File: src/rtl/ahb_pkg.sv
// rtl/ahb_pkg.sv - AHB-Lite encodings and bridge state type shared by the master bridge
`ifndef AHB_BUS_WIDTH
`define AHB_BUS_WIDTH 32
`endif

package ahb_pkg;

  typedef enum logic [1:0] {
    HTRANS_IDLE   = 2'b00,
    HTRANS_BUSY   = 2'b01,
    HTRANS_NONSEQ = 2'b10,
    HTRANS_SEQ    = 2'b11
  } htrans_t;

  localparam logic [2:0] HSIZE_BYTE = 3'b000;
  localparam logic [2:0] HSIZE_HALF = 3'b001;
  localparam logic [2:0] HSIZE_WORD = 3'b010;

  localparam logic [2:0] HBURST_SINGLE = 3'b000;

  localparam logic HRESP_OKAY  = 1'b0;
  localparam logic HRESP_ERROR = 1'b1;

  // Data access, privileged, non-bufferable, non-cacheable.
  localparam logic [3:0] HPROT_DEFAULT = 4'b0011;

  typedef enum logic [2:0] {
    ST_IDLE,
    ST_ADDR,
    ST_DATA,
    ST_ERR2,
    ST_MISAL
  } bridge_state_t;

  // Size 3 (double word) is not supported on this bus and is treated as misaligned.
  function automatic logic is_misaligned(input logic [1:0] size, input logic [1:0] addr_lsb);
    logic mis;
    case ({1'b0, size})
      HSIZE_BYTE: mis = 1'b0;
      HSIZE_HALF: mis = addr_lsb[0];
      HSIZE_WORD: mis = (addr_lsb != 2'b00);
      default:    mis = 1'b1;
    endcase
    return mis;
  endfunction

endpackage

File: src/rtl/ahb_master_bridge_if.sv
// rtl/ahb_master_bridge_if.sv - core request/response and AHB-Lite master signal bundle
interface ahb_master_bridge_if #(
  parameter int AW = 32,
  parameter int DW = `AHB_BUS_WIDTH
);
  logic          req_valid;
  logic          req_ready;
  logic [AW-1:0] req_addr;
  logic          req_write;
  logic [1:0]    req_size;
  logic [DW-1:0] req_wdata;
  logic          rsp_valid;
  logic [DW-1:0] rsp_rdata;
  logic          rsp_err;
  logic [AW-1:0] HADDR;
  logic [1:0]    HTRANS;
  logic          HWRITE;
  logic [2:0]    HSIZE;
  logic [2:0]    HBURST;
  logic [3:0]    HPROT;
  logic [DW-1:0] HWDATA;
  logic [DW-1:0] HRDATA;
  logic          HREADY;
  logic          HRESP;

  modport master (
    input  req_valid, req_addr, req_write, req_size, req_wdata, HRDATA, HREADY, HRESP,
    output req_ready, rsp_valid, rsp_rdata, rsp_err,
    output HADDR, HTRANS, HWRITE, HSIZE, HBURST, HPROT, HWDATA
  );

  modport slave (
    output req_valid, req_addr, req_write, req_size, req_wdata, HRDATA, HREADY, HRESP,
    input  req_ready, rsp_valid, rsp_rdata, rsp_err,
    input  HADDR, HTRANS, HWRITE, HSIZE, HBURST, HPROT, HWDATA
  );
endinterface

File: src/rtl/ahb_wait_timer.sv
// rtl/ahb_wait_timer.sv - wait-state counter with clear/enable/expire, built only with AHB_MST_TIMEOUT_EN
`ifdef AHB_MST_TIMEOUT_EN
module ahb_wait_timer #(
  parameter int LIMIT = 255
) (
  input  logic clk_i,
  input  logic rst_ni,
  input  logic clear_i,
  input  logic enable_i,
  output logic expire_o
);
  logic [7:0] count_q, count_d;

  // Clear wins over counting; the count holds when neither is asserted.
  always_comb begin
    count_d = count_q;
    if (clear_i) begin
      count_d = 8'd0;
    end else if (enable_i) begin
      count_d = count_q + 8'd1;
    end
  end

  // Counter register.
  always_ff @(posedge clk_i or negedge rst_ni) begin
    if (!rst_ni) begin
      count_q <= 8'd0;
    end else begin
      count_q <= count_d;
    end
  end

  // Fires on the LIMIT-th consecutive wait cycle so the response follows immediately.
  assign expire_o = enable_i && !clear_i && (count_q == 8'(LIMIT - 1));
endmodule
`endif

File: src/rtl/ahb_master_bridge.sv
// rtl/ahb_master_bridge.sv - single-outstanding AHB-Lite master; wait timeout under AHB_MST_TIMEOUT_EN
module ahb_master_bridge
  import ahb_pkg::*;
#(
  parameter int AW = 32,
  parameter int DW = `AHB_BUS_WIDTH
`ifdef AHB_MST_TIMEOUT_EN
  , parameter int TIMEOUT_CYCLES = 255
`endif
) (
  input logic                 HCLK,
  input logic                 HRST_N,
  ahb_master_bridge_if.master bus
);

  bridge_state_t state_q, state_d;
  htrans_t       htrans_q, htrans_d;
  logic [AW-1:0] haddr_q, haddr_d;
  logic          hwrite_q, hwrite_d;
  logic [2:0]    hsize_q, hsize_d;
  logic [DW-1:0] hwdata_q, hwdata_d;
  logic          rsp_valid_q, rsp_valid_d;
  logic          rsp_err_q, rsp_err_d;
  logic [DW-1:0] rsp_rdata_q, rsp_rdata_d;
  logic          req_ready_q, req_ready_d;
  logic          accept;
  logic          tmr_expire;

  assign accept = (state_q == ST_IDLE) && req_ready_q && bus.req_valid;

`ifdef AHB_MST_TIMEOUT_EN
  logic tmr_clear, tmr_en;
  assign tmr_clear = accept || ((state_q == ST_ADDR) && bus.HREADY);
  assign tmr_en    = !bus.HREADY &&
                     ((state_q == ST_ADDR) || (state_q == ST_DATA) || (state_q == ST_ERR2));

  ahb_wait_timer #(.LIMIT(TIMEOUT_CYCLES)) u_wait_timer (
    .clk_i    (HCLK),
    .rst_ni   (HRST_N),
    .clear_i  (tmr_clear),
    .enable_i (tmr_en),
    .expire_o (tmr_expire)
  );
`else
  assign tmr_expire = 1'b0;
`endif

  // Next-state and registered-output decode; responses are pulses, address-phase fields hold.
  always_comb begin
    state_d     = state_q;
    htrans_d    = htrans_q;
    haddr_d     = haddr_q;
    hwrite_d    = hwrite_q;
    hsize_d     = hsize_q;
    hwdata_d    = hwdata_q;
    rsp_valid_d = 1'b0;
    rsp_err_d   = 1'b0;
    rsp_rdata_d = '0;
    req_ready_d = 1'b0;
    case (state_q)
      ST_IDLE: begin
        req_ready_d = 1'b1;
        if (accept) begin
          haddr_d     = bus.req_addr;
          hwrite_d    = bus.req_write;
          hsize_d     = {1'b0, bus.req_size};
          hwdata_d    = bus.req_wdata;
          req_ready_d = 1'b0;
          if (is_misaligned(bus.req_size, bus.req_addr[1:0])) begin
            state_d     = ST_MISAL;
            rsp_valid_d = 1'b1;
            rsp_err_d   = 1'b1;
          end else begin
            state_d  = ST_ADDR;
            htrans_d = HTRANS_NONSEQ;
          end
        end
      end
      ST_ADDR: begin
        if (bus.HREADY) begin
          state_d  = ST_DATA;
          htrans_d = HTRANS_IDLE;
        end
      end
      ST_DATA: begin
        if (bus.HREADY) begin
          state_d     = ST_IDLE;
          req_ready_d = 1'b1;
          rsp_valid_d = 1'b1;
          rsp_err_d   = (bus.HRESP != HRESP_OKAY);
          rsp_rdata_d = (hwrite_q || bus.HRESP == HRESP_ERROR) ? '0 : bus.HRDATA;
        end else if (bus.HRESP == HRESP_ERROR) begin
          state_d = ST_ERR2;
        end
      end
      ST_ERR2: begin
        if (bus.HREADY) begin
          state_d     = ST_IDLE;
          req_ready_d = 1'b1;
          rsp_valid_d = 1'b1;
          rsp_err_d   = 1'b1;
        end
      end
      ST_MISAL: begin
        state_d     = ST_IDLE;
        req_ready_d = 1'b1;
      end
      default: state_d = ST_IDLE;
    endcase
    // A stalled slave is abandoned; anything it returns later lands while IDLE and is ignored.
    if (tmr_expire) begin
      state_d     = ST_IDLE;
      htrans_d    = HTRANS_IDLE;
      req_ready_d = 1'b1;
      rsp_valid_d = 1'b1;
      rsp_err_d   = 1'b1;
      rsp_rdata_d = '0;
    end
  end

  // State and output registers; reset drops any in-flight transfer silently.
  always_ff @(posedge HCLK or negedge HRST_N) begin
    if (!HRST_N) begin
      state_q     <= ST_IDLE;
      htrans_q    <= HTRANS_IDLE;
      haddr_q     <= '0;
      hwrite_q    <= 1'b0;
      hsize_q     <= 3'b000;
      hwdata_q    <= '0;
      rsp_valid_q <= 1'b0;
      rsp_err_q   <= 1'b0;
      rsp_rdata_q <= '0;
      req_ready_q <= 1'b0;
    end else begin
      state_q     <= state_d;
      htrans_q    <= htrans_d;
      haddr_q     <= haddr_d;
      hwrite_q    <= hwrite_d;
      hsize_q     <= hsize_d;
      hwdata_q    <= hwdata_d;
      rsp_valid_q <= rsp_valid_d;
      rsp_err_q   <= rsp_err_d;
      rsp_rdata_q <= rsp_rdata_d;
      req_ready_q <= req_ready_d;
    end
  end

  assign bus.req_ready = req_ready_q;
  assign bus.rsp_valid = rsp_valid_q;
  assign bus.rsp_err   = rsp_err_q;
  assign bus.rsp_rdata = rsp_rdata_q;
  assign bus.HADDR     = haddr_q;
  assign bus.HTRANS    = htrans_q;
  assign bus.HWRITE    = hwrite_q;
  assign bus.HSIZE     = hsize_q;
  assign bus.HWDATA    = hwdata_q;
  assign bus.HBURST    = HBURST_SINGLE;
  assign bus.HPROT     = HPROT_DEFAULT;

endmodule
File: src/flat_wrapper.sv
// flat-port wrapper written by rule: the top's interface ports become plain ports
module ahb_master_bridge_flat import ahb_pkg::*;
#(
  parameter int AW = 32,
  parameter int DW = `AHB_BUS_WIDTH

)
  (HCLK, HRST_N, bus_req_valid, bus_req_addr, bus_req_write, bus_req_size, bus_req_wdata, bus_HRDATA, bus_HREADY, bus_HRESP, bus_req_ready, bus_rsp_valid, bus_rsp_rdata, bus_rsp_err, bus_HADDR, bus_HTRANS, bus_HWRITE, bus_HSIZE, bus_HBURST, bus_HPROT, bus_HWDATA);
  ahb_master_bridge_if #(.AW(AW), .DW(DW)) bus_i ();
  input logic HCLK;
  input logic HRST_N;
  input wire logic [$bits(bus_i.req_valid)-1:0] bus_req_valid;
  input wire logic [$bits(bus_i.req_addr)-1:0] bus_req_addr;
  input wire logic [$bits(bus_i.req_write)-1:0] bus_req_write;
  input wire logic [$bits(bus_i.req_size)-1:0] bus_req_size;
  input wire logic [$bits(bus_i.req_wdata)-1:0] bus_req_wdata;
  input wire logic [$bits(bus_i.HRDATA)-1:0] bus_HRDATA;
  input wire logic [$bits(bus_i.HREADY)-1:0] bus_HREADY;
  input wire logic [$bits(bus_i.HRESP)-1:0] bus_HRESP;
  output wire logic [$bits(bus_i.req_ready)-1:0] bus_req_ready;
  output wire logic [$bits(bus_i.rsp_valid)-1:0] bus_rsp_valid;
  output wire logic [$bits(bus_i.rsp_rdata)-1:0] bus_rsp_rdata;
  output wire logic [$bits(bus_i.rsp_err)-1:0] bus_rsp_err;
  output wire logic [$bits(bus_i.HADDR)-1:0] bus_HADDR;
  output wire logic [$bits(bus_i.HTRANS)-1:0] bus_HTRANS;
  output wire logic [$bits(bus_i.HWRITE)-1:0] bus_HWRITE;
  output wire logic [$bits(bus_i.HSIZE)-1:0] bus_HSIZE;
  output wire logic [$bits(bus_i.HBURST)-1:0] bus_HBURST;
  output wire logic [$bits(bus_i.HPROT)-1:0] bus_HPROT;
  output wire logic [$bits(bus_i.HWDATA)-1:0] bus_HWDATA;
  assign bus_i.req_valid = bus_req_valid;
  assign bus_i.req_addr = bus_req_addr;
  assign bus_i.req_write = bus_req_write;
  assign bus_i.req_size = bus_req_size;
  assign bus_i.req_wdata = bus_req_wdata;
  assign bus_i.HRDATA = bus_HRDATA;
  assign bus_i.HREADY = bus_HREADY;
  assign bus_i.HRESP = bus_HRESP;
  assign bus_req_ready = bus_i.req_ready;
  assign bus_rsp_valid = bus_i.rsp_valid;
  assign bus_rsp_rdata = bus_i.rsp_rdata;
  assign bus_rsp_err = bus_i.rsp_err;
  assign bus_HADDR = bus_i.HADDR;
  assign bus_HTRANS = bus_i.HTRANS;
  assign bus_HWRITE = bus_i.HWRITE;
  assign bus_HSIZE = bus_i.HSIZE;
  assign bus_HBURST = bus_i.HBURST;
  assign bus_HPROT = bus_i.HPROT;
  assign bus_HWDATA = bus_i.HWDATA;
  ahb_master_bridge #(.AW(AW), .DW(DW)) u_core (.HCLK(HCLK), .HRST_N(HRST_N), .bus(bus_i));
endmodule
File: config.mk
export PLATFORM = sky130hd
export DESIGN_NAME = ahb_master_bridge_flat
export DESIGN_NICKNAME = d
export VERILOG_FILES = /design/src/rtl/ahb_pkg.sv /design/src/rtl/ahb_master_bridge_if.sv /design/src/rtl/ahb_wait_timer.sv /design/src/rtl/ahb_master_bridge.sv /design/src/flat_wrapper.sv
export SDC_FILE = /design/constraint.sdc
export NUM_CORES = 1
export LEC_CHECK = 0
export CAP_MARGIN = 20
export CORE_MARGIN = 4
export CORE_UTILIZATION = 35
export DETAILED_ROUTE_END_ITERATION = 8
export PLACE_DENSITY = 0.86
export SLEW_MARGIN = 20
export SYNTH_ARGS = -nofsm -noshare
export SYNTH_HDL_FRONTEND = slang
export SYNTH_HIERARCHICAL = 1
export SYNTH_SLANG_ARGS = --single-unit
File: constraint.sdc
create_clock -name HCLK -period 1.3 [get_ports HCLK]
set_input_delay 0.26 -clock HCLK [delete_from_list [all_inputs] [get_ports HCLK]]
set_output_delay 0.26 -clock HCLK [all_outputs]
set_load 0.01 [all_outputs]
* After elaboration in Yosys (flattened, before gate mapping)
Cells that the tools add are included.
Word-level totals: bits in registers 107, latch bits 0, bits in writable memories 0, bits in read-only memories 0, output and inout port bits 112, memories 0
Cells by class: $add $sub $neg 0, multiply operators 0, div/mod/pow operators 0, magnitude comparators 0, equal/unequal tests 11, shift-type cells 0, multiplexer cells 25, bitwise gates (word level) 0, reductions and logical operators 11
Operator list (number):
- two-way mux 32 bit | 3
- two-way mux 3 bit | 6
- case mux 3 bit (4 select lines) | 1
- case mux 1 bit (3 select lines) | 3
- AND reduction 4 bit | 2
- two-way mux 1 bit | 7
- == test 3 x 2 -> 1 bit (second input constant) | 2
- two-way mux 2 bit | 3
- != test 2 bit (second input constant) | 3
- case mux 2 bit (2 select lines) | 1
- nonzero test 2 bit | 2
- == test 3 x 1 -> 1 bit (second input constant) | 1
- == test 3 bit (second input constant) | 1
- logical NOT 3 bit | 1
- != test 3 bit (second input constant) | 1
- == test 2 x 1 -> 1 bit (second input constant) | 1
- == test 2 bit (second input constant) | 1
- logical AND 1 bit | 2
- logical NOT 2 bit | 1
- != test 2 x 1 -> 1 bit (second input constant) | 1
- case mux 1 bit (2 select lines) | 1
- AND reduction 2 bit | 1
- OR reduction 2 bit | 1
- logical OR 1 bit | 1

* Depth between registers and ports, before layout
Gate-level depths: netlist (run 1).
depth after elaboration 8, gate-level depth with buffers 5, gate-level depth less buffers 3

* Worst setup path after synthesis (run 1)
OpenSTA, ideal clock, no wires.
path kind register to register, start point reg u_core.req_ready_q (netlist: u_core/bus.req_ready), end point reg u_core.haddr_q[20] (netlist: u_core/bus.HADDR[20]), library setup time 0.125 ns, data arrival time 1.292 ns, data required time 1.175 ns, slack -0.118 ns, cell stages (with the launch flop) 6, path buffers 2, clock period less this slack 1.418 ns, cells stage by stage dfrtp_1 and3b_2 nand2_2 buf_6 buf_6 mux2_4
On the way: cells in the longest elaborated chain, start to end 3
Ends and longest elaborated chain:
- start, declared | line ahb_master_bridge.sv:25 | logic req_ready_q, req_ready_d;
- start signal, assigned | line ahb_master_bridge.sv:144 | req_ready_q <= req_ready_d;
- logical AND 1 bit (2 in a row) | line ahb_master_bridge.sv:29 | assign accept = (state_q == ST_IDLE) && req_ready_q && bus.req_valid;
- AND reduction 2 bit (no line)
- end signal, assigned | line ahb_master_bridge.sv:137 | haddr_q <= haddr_d;
- end, declared | line ahb_master_bridge.sv:18 | logic [AW-1:0] haddr_q, haddr_d;
Every way passes these cells. A chain may end at the register's enable or synchronous reset.

* Final worst setup path (run 1)
start point reg u_core.state_q[2], end point reg u_core.haddr_q[20] (netlist: u_core/bus.HADDR[20])
On the way: cells in the longest elaborated chain, start to end 4
Ends and longest elaborated chain:
- start, declared | line ahb_master_bridge.sv:16 | bridge_state_t state_q, state_d;
- start signal, assigned | line ahb_master_bridge.sv:135 | state_q <= state_d;
- logical NOT 3 bit (*) | line ahb_master_bridge.sv:29, ahb_master_bridge.sv:60
- logical AND 1 bit (2 in a row) | line ahb_master_bridge.sv:29
- AND reduction 2 bit (no line) (*)
Every way passes the cells marked *; elsewhere a longest branch is shown, timed or not.

==> flow_summary.ini, run 1 <==
[floorplan]
die_h_um = 113.9
dieWidth_um = 113.9
io_pins = 216
die_area_mm2 = 0.01298
initial_core_util_pct = 36.06
core_mm2 = 0.01089
fp-row-count = 38

[routing]
drt_first_pass_iters = 4
wirelength_mm = 10.53
drt_iter0_drc = 66
avgRoutedWirePerCell_um = 16.71
ant_nets = 0
via_per_inst = 4.402
drc_errors = 0
vias = 2773

[pwr]
p_per_area_mw_per_mm2 = 1994
ir_drop_uv = 940.8
power.total_uw = 13100
cellLeakagePower_uw = 0.003035

[cts]
root_buffer = clkbuf_8
htreeDepth = 3
clk_latency_ps = 350
clock_path_buffers = 2
clkTransAtPathRegs_ps = 100
cts_tree = yes
cts-buffers-inserted = 9
cts.sinks = 106

[cells_and_area]
nFillCells = 842
stdcell_area_mm2 = 0.006566
regArea_mm2 = 0.002653
fin_nets = 589
multiInputGateArea_mm2 = 0.001190
antenna_cells = 0
drive_above_1_share_pct = 27.76
area_delta_synth_final_pct = 67.24

[place]
gp_congestion = 0.7921
io_buffer_count = 206
dp.final_hpwl_mm = 7.548
pre_cts_slack_ps = -490.9
postPlaceCellArea_mm2 = 0.006235

[outcome]
status = finished with violations
violations = negative setup slack

[global_routing]
gr-usage-all-layers_pct = 15.78
grt_max_degree = 50
antenna_found_initial = 0
grt_pass1_vias = 3104
grt_pass1_wl_mm = 15.84
overflow = 0

[timing]
finalHoldViolCount = 0
rsz0062_at_grt = yes
finalSetupViolCount = 99
slew_viol_final = 0
final.setup.tns_ps = -9749
finalCriticalPeriod_ps = 1440
finalWorstSetupSlack_ps = -140.3
period_share_pct = 110.8
fmax_ghz = 0.6943
skew_ps = 8.622

[synth]
synthTopCellsByArea = dfrtp_1, mux2_2, and2_1
synth_flop_cell = dfrtp_1
yosysMostFrequentCell = dfrtp_1
synthArstFlopShare_pct = 100.0
syn_area_mm2 = 0.003926
synth_cells = 248
ys_seq_elements = 106
yosys_warnings = 6
synth_top_area_share_pct = 67.56
yosysSeqAreaShare_pct = 67.56
synthTopCellsByCount = dfrtp_1, mux2_2, and2_1, buf_4, mux2_4
syn_area_per_cell_um2 = 15.83
yosys.cell_types.count = 25
synth_largest_area_cell = dfrtp_1
synth-edff-count = 0

[critical_path]
worstSetupStartpoint = u_core/state_q[2]
worstRegToRegCells = 4
worst_ep_required_time_ps = 1550
end_kind = register
rr_startpoint = u_core/state_q[2]
ff2ff_setup_slack_ps = -140
critPathMaxFanout = 15
critPathArrivalTime_ps = 1690
endpoint = u_core/bus.HADDR[20]
critical_path_class = reg -> reg
critPathLaunchType = register
r2r-end = u_core/bus.HADDR[20]

[run]
cap_violations = 0

[worst_hold_path]
worstHoldPathType = in -> async
==> what timing repair did <==
item | 4_1_cts | 5_1_grt
setup endpoints to repair | 202 | 150
pin swaps | 0 | 0
setup buffers | 7 | 3
resized for setup | 183 | 55
hold buffers | 1 | 0
hold endpoints to repair | 14 | 0
cloned | 1 | 4
==> state kept, by name, indices dropped and copies added, names as in the netlist <==
name	cells
u_core/bus.HWDATA	32
u_core/bus.HSIZE	2
u_core/bus.HADDR	32
u_core/bus.rsp_rdata	32
u_core/bus.rsp_err	1
u_core/bus.HTRANS	1
u_core/bus.rsp_valid	1
u_core/state_q	3
u_core/bus.req_ready	1
u_core/bus.HWRITE	1
==> cells by family (layout without fill, tap and decap cells) <==
logic type | count (synthesis) | after routing | synth area share [%]
simple gates | 46 | 46 | 7.744
buf+inv | 20 | 255 | 3.409
compound gates | 7 | 7 | 1.116
flops | 106 | 106 | 67.56
other cells | 2 | 9 | 0.1913
mux | 67 | 67 | 19.98
==> layout make-up <==
cell class / instances / share of cell area, %
clock buffers: 14 / 2.325
clock inverters: 2 / 0.9146
inverters: 1 / 0.05716
multi-input cells: 129 / 18.12
flip-flops and latches: 106 / 40.40
well taps: 140 / 2.668
repair buffers: 238 / 35.52
==> per-layer routing <==
metal  track usage [%]  wire (um)
met5                 0          0
met4             6.888        197
met3             7.427       1358
met2             25.95       5095
met1             17.53       3875
==> cell usage in the layout, fill, tap and decap left out, drive strengths merged <==
master,count
bufinv,2
nor4,1
mux2,67
and3b,1
dlygate4sd2,3
dfrtp,106
a21o,1
nand2,3
nand4,1
conb,9
buf,32
or3,1
nand3b,2
o21ai,2
inv,1
nand2b,1
o31ai,1
a21oi,2
nand4bb,1
dlygate4sd3,1
clkdlybuf4s50,102
o32ai,1
and2,33
clkbuf,35
nor2,2
clkdlybuf4s15,79
==> worst min path at each step <==
stage / start / endpoint / slack [ps] / cells past startpoint
after floorplan: HRST_N / u_core/bus.HADDR[0] / -40 / 0
after global placement: HRST_N / u_core/bus.HWDATA[3] / 140 / 1
after detailed placement: HRST_N / u_core/bus.HWDATA[3] / 150 / 1
after CTS: HRST_N / u_core/bus.HWDATA[3] / 300 / 2
after global routing: HRST_N / u_core/bus.HWDATA[3] / 340 / 2
final: HRST_N / u_core/bus.HWDATA[3] / 330 / 2
==> worst max-delay path, stage by stage, from the launching register on <==
cell and delay (ps):
dfrtp_1 400, and3b_2 310, nand2_8 130, buf_12 190, mux2_4 300
==> power breakdown <==
part	total, uW	internal [uW]	switching [uW]
Combinational	5820	3470	2350
Clock	2160	1140	1020
Sequential	5120	4500	617
Total	13100	9110	3980
==> per-stage QoR <==
step                      util, %  instances  hold WS, ps
after global placement      57.26        599        144.7
after floorplan                 -        255       -35.59
after CTS                   59.86        624        304.0
final                       60.31        630        332.3
after detailed placement    57.26        599        147.3
after global routing        60.31        630        342.8
Note: power is estimated with default switching activity, not from simulation.
==> inputs of run 2 (changes only) <==
--- a/config.mk
+++ b/config.mk
@@ -6,7 +6,7 @@
 export NUM_CORES = 1
 export LEC_CHECK = 0
 export CAP_MARGIN = 20
-export CORE_MARGIN = 4
+export CORE_MARGIN = 5
 export CORE_UTILIZATION = 35
 export DETAILED_ROUTE_END_ITERATION = 8
 export PLACE_DENSITY = 0.86
==> run 2 against run 1 <==
  * The flow still finishes with violations (negative setup slack)
  * Cell area rose by 2.5%
  * Global-route usage down 0.45 points
  * Utilization grew 1.2 points
  * Hold slack better by 33 ps
  * Highest routed layer unchanged
==> flow_summary.ini, run 2 (synthesized netlist as in run 1, its figures left out) <==
[cts]
cts.sinks = 106
clk_latency_ps = 340
cts_tree = yes
cts-buffers-inserted = 9
clkTransAtPathRegs_ps = 70
htreeDepth = 3
root_buffer = clkbuf_16
clock_path_buffers = 2

[timing]
fmax_ghz = 0.6918
finalHoldViolCount = 0
slew_viol_final = 0
hold-worst-slack_ps = 365.3
rsz0062_at_grt = yes
finalCriticalPeriod_ps = 1445
finalSetupViolCount = 100
period_share_pct = 111.2
finalWorstSetupSlack_ps = -145.4
final.setup.tns_ps = -10640
skew_ps = 11.84

[pwr]
cellLeakagePower_uw = 0.003259
ir_drop_uv = 914.0
p_per_area_mw_per_mm2 = 1982

[floorplan]
dieWidth_um = 115.9
fp-row-count = 38
io_pins = 216
die_h_um = 115.9
core_mm2 = 0.01094
initial_core_util_pct = 35.90
die_area_mm2 = 0.01344

[outcome]
violations = negative setup slack
status = finished with violations

[routing]
drt_iter0_drc = 89
ant_nets = 0
vias = 2818
wirelength_mm = 10.88
drt_first_pass_iters = 4
drc_errors = 0
via_per_inst = 4.466
avgRoutedWirePerCell_um = 17.25

[cells_and_area]
antenna_cells = 0
drive_above_1_share_pct = 28.31
final_util_pct = 61.52
fin_nets = 590
final_common_cell = dfrtp_1
final_cell_mix = dfrtp_1, clkdlybuf4s50_1, dlygate4sd2_1, mux2_2, clkdlybuf4s15_1
regArea_mm2 = 0.002653
area_delta_synth_final_pct = 71.35
multiInputGateArea_mm2 = 0.001267
nFillCells = 866

[global_routing]
gr-usage-all-layers_pct = 15.33
use_met3_pct = 7.415
grt_use_met1_pct = 17.91
grt_pass1_wl_mm = 15.86
grt_max_degree = 47
overflow = 0
antenna_found_initial = 0
grtUsageMet2_pct = 24.40
grt_pass1_vias = 3070
grt.busiest_layer = met2

[worst_hold_path]
worstHoldPathType = in -> async

[run]
cap_violations = 0

[critical_path]
ff2ff_setup_slack_ps = -150
worstRegToRegCells = 4
slowest_delay_ps = 400
cp_slowest_cell = dfrtp_1
critPathLaunchType = register
r2r-end = u_core/bus.HADDR[16]
rr_startpoint = u_core/state_q[2]
worst_ep_required_time_ps = 1510
end_kind = register
crit_chain = and3b_2 > nand2_4 > clkbuf_16 > mux2_2
critPathArrivalTime_ps = 1660
critPathMaxFanout = 6
critical_path_class = reg -> reg

[place]
dp.final_hpwl_mm = 7.944
io_buffer_count = 206
gp_congestion = 0.7697
-- run 2: changes by cell type in the layout (fill, tap and decap cells not counted), moves of 11 or more --
| cell | change |
|---|---|
| dlygate4sd2_1 | +75 |
| clkdlybuf4s15_1 | -57 |
| and2_1 | -17 |
| and2_4 | +17 |
| clkbuf_2 | -17 |
| clkbuf_16 | +11 |
-- run 2: stage by stage --
step                std cells  power, uW  setup WS, ps  cell area, um2
floorplan                 255       7746        -106.1            3956
global placement          602      11000        -372.2            6275
detailed placement        602      11200        -398.5            6275
CTS                       621      13010        -125.3            6469
global route              631      14110        -217.6            6728
finish                    631      13330        -145.4            6728
-- run 2: layout make-up --
| type | instances | area share, % |
|---|---|---|
| repair buffers | 238 | 35.00 |
| clock inverters | 4 | 0.4092 |
| multi-input cells | 130 | 18.84 |
| inverters | 1 | 0.05579 |
| well taps | 140 | 2.604 |
| clock buffers | 12 | 3.664 |
| flip-flops and latches | 106 | 39.43 |
-- run 2: how the worst max path moves through the flow --
stage | from | endpoint | slack, ps | cells after the start
floorplan | u_core/bus.req_ready | u_core/bus.HADDR[20] | -110 | 5
CTS | u_core/bus.req_ready | u_core/bus.HWDATA[9] | -130 | 4
detailed placement | bus_req_valid | u_core/bus.HWDATA[9] | -400 | 5
finish | u_core/state_q[2] | u_core/bus.HADDR[16] | -150 | 4
global route | u_core/state_q[2] | u_core/bus.rsp_rdata[11] | -220 | 6
global placement | bus_req_valid | u_core/bus.HWDATA[6] | -370 | 5
-- run 2: critical path: cells and delay by family (launching register included) --
family	cells	cell delay, ps
AND/OR/NAND/NOR	2	470
buffers and inverters	1	180
multiplexers	1	270
flip-flops	1	400
-- run 2: routing by layer --
| layer | vias to the layer above | share of wire, % |
|---|---|---|
| met5 | - | 0 |
| met3 | 13 | 13 |
| met2 | 153 | 47 |
| li1 | 1293 | - |
| met4 | 0 | 1.8 |
| met1 | 1359 | 37 |
-- run 2: power breakdown --
part / switching, uW / internal, uW
Sequential: 568 / 4510
Combinational: 2350 / 3420
Clock: 1130 / 1350
-- run 2: repair_timing --
| action | in CTS | in global routing |
|---|---|---|
| resized for setup | 113 | 52 |
| hold endpoints to repair | 22 | 0 |
| endpoints found under the setup margin | 202 | 124 |
| hold buffers | 1 | 0 |
| pin swaps | 0 | 14 |
| buffers inserted | 2 | 4 |
| cloned | 0 | 6 |
